===== config.mk =====
export PLATFORM = sky130hd
export DESIGN_NAME = alu_muldiv_seq
export DESIGN_NICKNAME = d
export VERILOG_FILES = /design/src/rtl/alu_muldiv_seq.sv
export SDC_FILE = /design/constraint.sdc
export NUM_CORES = 1
export LEC_CHECK = 0
export CELL_PAD_IN_SITES_DETAIL_PLACEMENT = 1
export CELL_PAD_IN_SITES_GLOBAL_PLACEMENT = 2
export CORE_ASPECT_RATIO = 1.25
export CORE_MARGIN = 2
export CORE_UTILIZATION = 33
export CTS_BUF_LIST = sky130_fd_sc_hd__clkbuf_8 sky130_fd_sc_hd__clkbuf_16
export CTS_CLUSTER_DIAMETER = 200
export DETAILED_ROUTE_END_ITERATION = 16
export PLACE_DENSITY_LB_ADDON = 0.1
export SYNTH_ARGS = -nofsm -noshare
export SYNTH_HDL_FRONTEND = slang
export SYNTH_SLANG_ARGS = --single-unit

===== constraint.sdc =====
create_clock -name clk -period 3.4 [get_ports clk]
set_clock_uncertainty 0.2 [all_clocks]
set_input_delay 0.68 -clock clk [delete_from_list [all_inputs] [get_ports clk]]
set_output_delay 0.68 -clock clk [all_outputs]
set_load 0.02 [all_outputs]

===== src/rtl/alu_muldiv_seq.sv =====
// Sequential multiply/divide unit: shift-add multiply and restoring division on
// operand magnitudes, STEP bits per cycle, with a sign fix-up cycle and a fast path.
//
// state | meaning
// IDLE  | ready for a request
// CALC  | iterating STEP product/quotient bits per cycle
// FIX   | sign correction and result select (also fast-path result)
// DONE  | result held until the consumer accepts it
module alu_muldiv_seq #(
  parameter int XLEN = 32,
  parameter int STEP = 1
) (
  input  logic            clk,
  input  logic            rst_n,
  input  logic            flush,
  input  logic            req_valid,
  output logic            req_ready,
  input  logic [3:0]      req_opt,
  input  logic [XLEN-1:0] req_a,
  input  logic [XLEN-1:0] req_b,
  output logic            rsp_valid,
  input  logic            rsp_ready,
  output logic [XLEN-1:0] rsp_data,
  output logic            busy
);

  localparam int NCYC  = XLEN / STEP;
  localparam int CNT_W = $clog2(NCYC);
  localparam logic [CNT_W-1:0] CNT_LAST = CNT_W'(NCYC - 1);

  localparam logic [1:0] IDLE = 2'd0;
  localparam logic [1:0] CALC = 2'd1;
  localparam logic [1:0] FIX  = 2'd2;
  localparam logic [1:0] DONE = 2'd3;

  localparam logic [3:0] OP_MUL   = 4'd0;
  localparam logic [3:0] OP_MULH  = 4'd1;
  localparam logic [3:0] OP_MULHU = 4'd2;
  localparam logic [3:0] OP_DIV   = 4'd3;
  localparam logic [3:0] OP_DIVU  = 4'd4;
  localparam logic [3:0] OP_REM   = 4'd5;
  localparam logic [3:0] OP_REMU  = 4'd6;

  localparam logic [XLEN-1:0] MIN_VAL = {1'b1, {(XLEN-1){1'b0}}};

  logic [1:0]        state;
  logic [CNT_W-1:0]  cnt;
  logic [3:0]        opt_q;
  logic              sign_a;
  logic              sign_b;
  logic              fast;
  logic [XLEN-1:0]   opnd;
  logic [XLEN-1:0]   fast_res;
  logic [2*XLEN-1:0] acc;
  logic [XLEN-1:0]   rem;

  // request decode: signs, magnitudes, fast-path detection
  logic            in_mul;
  logic            in_signed;
  logic            a_neg;
  logic            b_neg;
  logic [XLEN-1:0] abs_a;
  logic [XLEN-1:0] abs_b;
  logic            in_fast;
  logic [XLEN-1:0] in_fast_res;
  logic            b_zero;
  logic            ovf;

  always_comb begin
    in_mul    = (req_opt == OP_MUL) || (req_opt == OP_MULH) || (req_opt == OP_MULHU);
    in_signed = (req_opt == OP_MULH) || (req_opt == OP_DIV) || (req_opt == OP_REM);
    a_neg     = in_signed & req_a[XLEN-1];
    b_neg     = in_signed & req_b[XLEN-1];
    abs_a     = a_neg ? -req_a : req_a;
    abs_b     = b_neg ? -req_b : req_b;
    b_zero    = (req_b == '0);
    ovf       = (req_a == MIN_VAL) && (req_b == '1);
  end

  always_comb begin
    in_fast     = 1'b0;
    in_fast_res = '0;
    case (req_opt)
      OP_MUL, OP_MULH, OP_MULHU: in_fast = 1'b0;
      OP_DIV: begin
        if (b_zero) begin
          in_fast     = 1'b1;
          in_fast_res = '1;
        end else if (ovf) begin
          in_fast     = 1'b1;
          in_fast_res = MIN_VAL;
        end
      end
      OP_DIVU: begin
        in_fast     = b_zero;
        in_fast_res = '1;
      end
      OP_REM: begin
        if (b_zero) begin
          in_fast     = 1'b1;
          in_fast_res = req_a;
        end else if (ovf) begin
          in_fast     = 1'b1;
          in_fast_res = '0;
        end
      end
      OP_REMU: begin
        in_fast     = b_zero;
        in_fast_res = req_a;
      end
      default: begin
        in_fast     = 1'b1;
        in_fast_res = '0;
      end
    endcase
  end

  // one CALC step; the divide path walks the dividend out of acc[XLEN-1:0]
  logic                 op_mul;
  logic [XLEN+STEP-1:0] mul_hi;
  logic [2*XLEN-1:0]    acc_mul;
  logic [XLEN-1:0]      q_nxt;
  logic [XLEN-1:0]      r_nxt;
  logic [XLEN:0]        part;

  always_comb begin
    op_mul  = (opt_q == OP_MUL) || (opt_q == OP_MULH) || (opt_q == OP_MULHU);
    mul_hi  = {{STEP{1'b0}}, acc[2*XLEN-1:XLEN]}
            + ({{STEP{1'b0}}, opnd} * {{XLEN{1'b0}}, acc[STEP-1:0]});
    acc_mul = {mul_hi, acc[XLEN-1:STEP]};
    q_nxt   = acc[XLEN-1:0];
    r_nxt   = rem;
    part    = '0;
    for (int i = 0; i < STEP; i++) begin
      part  = {r_nxt, q_nxt[XLEN-1]};
      q_nxt = {q_nxt[XLEN-2:0], 1'b0};
      if (part >= {1'b0, opnd}) begin
        part     = part - {1'b0, opnd};
        q_nxt[0] = 1'b1;
      end
      r_nxt = part[XLEN-1:0];
    end
  end

  logic [2*XLEN-1:0] prod;
  logic [XLEN-1:0]   quo;
  logic [XLEN-1:0]   rmd;
  logic [XLEN-1:0]   fix_res;

  always_comb begin
    prod = (sign_a ^ sign_b) ? -acc : acc;
    quo  = (sign_a ^ sign_b) ? -acc[XLEN-1:0] : acc[XLEN-1:0];
    rmd  = sign_a ? -rem : rem;
    case (opt_q)
      OP_MUL:            fix_res = prod[XLEN-1:0];
      OP_MULH, OP_MULHU: fix_res = prod[2*XLEN-1:XLEN];
      OP_DIV, OP_DIVU:   fix_res = quo;
      OP_REM, OP_REMU:   fix_res = rmd;
      default:           fix_res = '0;
    endcase
  end

  always_ff @(posedge clk or negedge rst_n) begin
    if (!rst_n) begin
      state    <= IDLE;
      cnt      <= '0;
      opt_q    <= '0;
      sign_a   <= 1'b0;
      sign_b   <= 1'b0;
      fast     <= 1'b0;
      opnd     <= '0;
      fast_res <= '0;
      acc      <= '0;
      rem      <= '0;
      rsp_data <= '0;
    end else if (flush) begin
      state <= IDLE;
      cnt   <= '0;
    end else begin
      case (state)
        IDLE: begin
          if (req_valid) begin
            opt_q    <= req_opt;
            sign_a   <= a_neg;
            sign_b   <= b_neg;
            fast     <= in_fast;
            fast_res <= in_fast_res;
            opnd     <= in_mul ? abs_a : abs_b;
            acc      <= {{XLEN{1'b0}}, (in_mul ? abs_b : abs_a)};
            rem      <= '0;
            cnt      <= '0;
            state    <= in_fast ? FIX : CALC;
          end
        end
        CALC: begin
          if (op_mul) begin
            acc <= acc_mul;
          end else begin
            acc <= {{XLEN{1'b0}}, q_nxt};
            rem <= r_nxt;
          end
          if (cnt == CNT_LAST) begin
            cnt   <= '0;
            state <= FIX;
          end else begin
            cnt <= cnt + 1'b1;
          end
        end
        FIX: begin
          rsp_data <= fast ? fast_res : fix_res;
          state    <= DONE;
        end
        default: begin
          if (rsp_ready) state <= IDLE;
        end
      endcase
    end
  end

  assign req_ready = (state == IDLE);
  assign busy      = (state != IDLE);
  assign rsp_valid = (state == DONE);

endmodule


==> impl_results.md <==
- Clock Latency Late Sink: ~0.57 ns
- Synthesized instance count: 2253
- Worst Reg-to-Reg Cells: 11
- Crit path to: rem[13]
- Post-DP HPWL: between 60 and 70 mm
- Final worst slack: -0.0371 ns
- Vias in the first global route: 20.0k
- Worst R2R End: rem[13]
- Netlist Area Pre-Place: 17400 sq um
- Wirelength, routed: roughly 86 mm
- Post-synth EDFFs: 0
- Final hold vios: 0
- Fin crit period: roughly 3.4 ns
- Data arrival, critical path: 3.68 ns
- Slew Limit Fails: 0
- Syn_area_per_cell: slightly below 8 sq um
- Clock sinks: 206
- Worst VDD drop: between 300 and 400 uV
- Slew @ Worst Pin: between 0.7 and 0.8 ns
- Synth area leaders: dfrtp_1 (30%), nand2_1 (6.3%), ha_1 (5.4%), xnor2_1 (5.3%), a21oi_1 (5.2%)
- Post-route ant nets: 0
- R2R setup slack: -0.04 ns
- Share of cells above drive strength 1: 24.0%
- Post-route clock period utilization: 101%
- Critical path capture point type: flop
- Root Driver: clkbuf_16
- Critical path launch point: opnd[12]
- IO Port Bufs: ~110
- Initial core utilization: 33.2%
- Nets: 2841
- Initial antenna violation count: 1
- Commonest non-fill, non-tap cell in the layout: buf_4
- Highest-count cells in the layout ignoring fill and taps: buf_4 (429), nand2_1 (288), nor2_1 (217)
- Worst EP required: 3.64 ns
- Fin cells: between 3k and 4k
- Yosys warns: 0
- Max-Cap Viols: 0
- Power Density: approximately 710 nW/um^2
- Clk slew on worst S/H paths: approximately 0.06 ns
- Unrepaired setup endpoints after global routing: yes
- Hold crit path type: flop to flop
- Clock buffer depth: 3
- Die width: 210 um
- Main flop type after synthesis: dfrtp_1
- Overflow after GRT: 0
- Syn_nets: roughly 2.4k
- Sequential cell area fraction in the yosys report: between 20 and 30%
- Worst Path Max Fanout: 21
- WS Path Type: flop to flop
- Via count: 19.3k
- Max_slew headroom: roughly 50%
- Flops & latches, synth: just over 200
- Synth unique cells: 77
- Failing checks: setup timing
- Row cnt: 94
- Fmax: around 290 MHz
- Leading area contributor after synthesis: dfrtp_1
- Die ar.: approximately 55000 sq um
- R2R Path Start: opnd[12]
- Routed vias/inst: 5.72
- First-pass GRT wire length: about 130 mm
- Fraction of registers with async set/reset: between 90% and 100%
- CTS tree: yes
- First drt pass iteration count: 5
- Layout area overhead: 38.0%
- DP Cell Count: 3313
- DR DRC count: 0
- # H-tree levels: 1
- Largest net degree at the start of global routing: 65
- Pwr Total: roughly 17 mW
- Num ports: about 110
- Number of diodes: 0
- Wire per inst: 25.4 um
- Synth top area share: between 20% and 30%
- CTS Buf Count: 27
- Crit start category: flop
- Gr usage total: between 30% and 40%
- Die Y: 261 um
- Placer's final routability congestion estimate: approximately 0.97
- Outcome: complete, but fails checks
- Core area: 52500 sq um
- DRT iter0 DRCs: approximately 1.3k
- Leakage power: roughly 11 nW
- Setup violations, final: 7
==> cells in the mapped netlist, types with 28 or more instances <==
cell      count
a31oi_1      28
o21ai_1      38
or3_1        33
o31ai_1      34
o21ai_0     167
clkbuf_1    141
inv_1        80
a21oi_1     181
dfrtp_1     206
o22ai_1      28
nor2_1      225
xor2_1       96
a221o_1      36
nand2_1     292
ha_1         75
a21o_1       28
nand3_1      34
nor3_1       48
xnor2_1     105
a211oi_1     41
==> registers in the layout (all words and copies together) (netlist names) <==
signal	cells
sign_b	1
cnt	5
rem	32
opt_q	4
rsp_data	32
sign_a	1
opnd	32
state	2
acc	64
fast	1
fast_res	32
==> critical path: stages, from the launching register on <==
cell	delay (ns)
dfrtp_1	0.38
inv_1	0.29
ha_1	0.32
a21oi_1	0.25
nor4b_2	0.24
buf_4	0.17
o211ai_1	0.15
a211oi_2	0.38
nor3_4	0.14
buf_12	0.19
or3_1	0.35
a32o_1	0.25
==> layout make-up <==
class                      count  area, sq um
sequential                   206         5160
clock buffer                  30          717
multi-input combinational   1814        12000
timing repair buffer         562         4740
inverter                      80          310
clock inverter                20          283
tap                          672          841
fill                        6295        28400
==> through the flow <==
step / setup TNS [ns] / utilization, % / hold slack, ns / setup slack [ns] / area [sq um]
finish: -0.170 / 45.8 / 0.283 / -0.0371 / 24100
global route: -1.01 / 45.8 / 0.315 / -0.124 / 24100
CTS: -0.0593 / 44.7 / 0.288 / -0.0390 / 23400
detailed placement: -28.08 / 42.4 / 0.272 / -0.397 / 22200
global placement: -21.09 / 42.4 / 0.260 / -0.341 / 22200
floorplan: 0 / - / 0.184 / 0.0329 / 17400
==> where the power goes <==
| group | total, mW | internal (mW) | switching [mW] |
|---|---|---|---|
| registers | 3.87 | 3.16 | 0.713 |
| logic | 9.99 | 3.95 | 6.04 |
| clock network | 3.29 | 2.04 | 1.25 |
| total | 17.2 | 9.15 | 8.00 |
==> what timing repair did <==
| item | CTS | global route |
|---|---|---|
| buffers inserted | 4 | 15 |
| setup endpoints to repair | 57 | 61 |
| cloned | 0 | 2 |
| gates resized for setup | 35 | 112 |
| pin swaps | 13 | 40 |
| hold buffers | 1 | 0 |
| endpoints found under the hold margin | 60 | 0 |
==> worst min-delay path by stage <==
stage	to	depth (start not counted)	start	slack [ns]
detailed placement	rsp_data[4]	2	rsp_data[4]	0.27
CTS	opnd[22]	2	opnd[22]	0.29
finish	opnd[22]	2	opnd[22]	0.28
global placement	opnd[24]	2	opnd[24]	0.26
global route	opnd[15]	1	opnd[15]	0.31
floorplan	acc[0]	0	rst_n	0.18
==> cells by family (layout without fill, tap and decap cells) <==
group | Yosys count | after routing | share of synthesized area (%)
AND/OR/NAND/NOR | 796 | 796 | 21.8
AO/OA/AOI/OAI | 725 | 725 | 26.8
buffers and inverters | 233 | 692 | 5.19
flip-flops | 206 | 206 | 29.6
XOR/XNOR | 201 | 201 | 10.1
adder cells (fa/ha/maj) | 77 | 77 | 5.62
multiplexers | 15 | 15 | 0.890
==> metal layers <==
metal	part of all wire (%)	up-vias	wire length (um)	GRT usage, %
met4	7.6	0	6550	20.6
li1	-	9041	-	-
met5	0	-	0	0
met3	2.9	208	2530	2.53
met2	48	464	41700	53.0
met1	41	9636	35300	37.0
No activity file was read; power rests on OpenSTA's default activity.
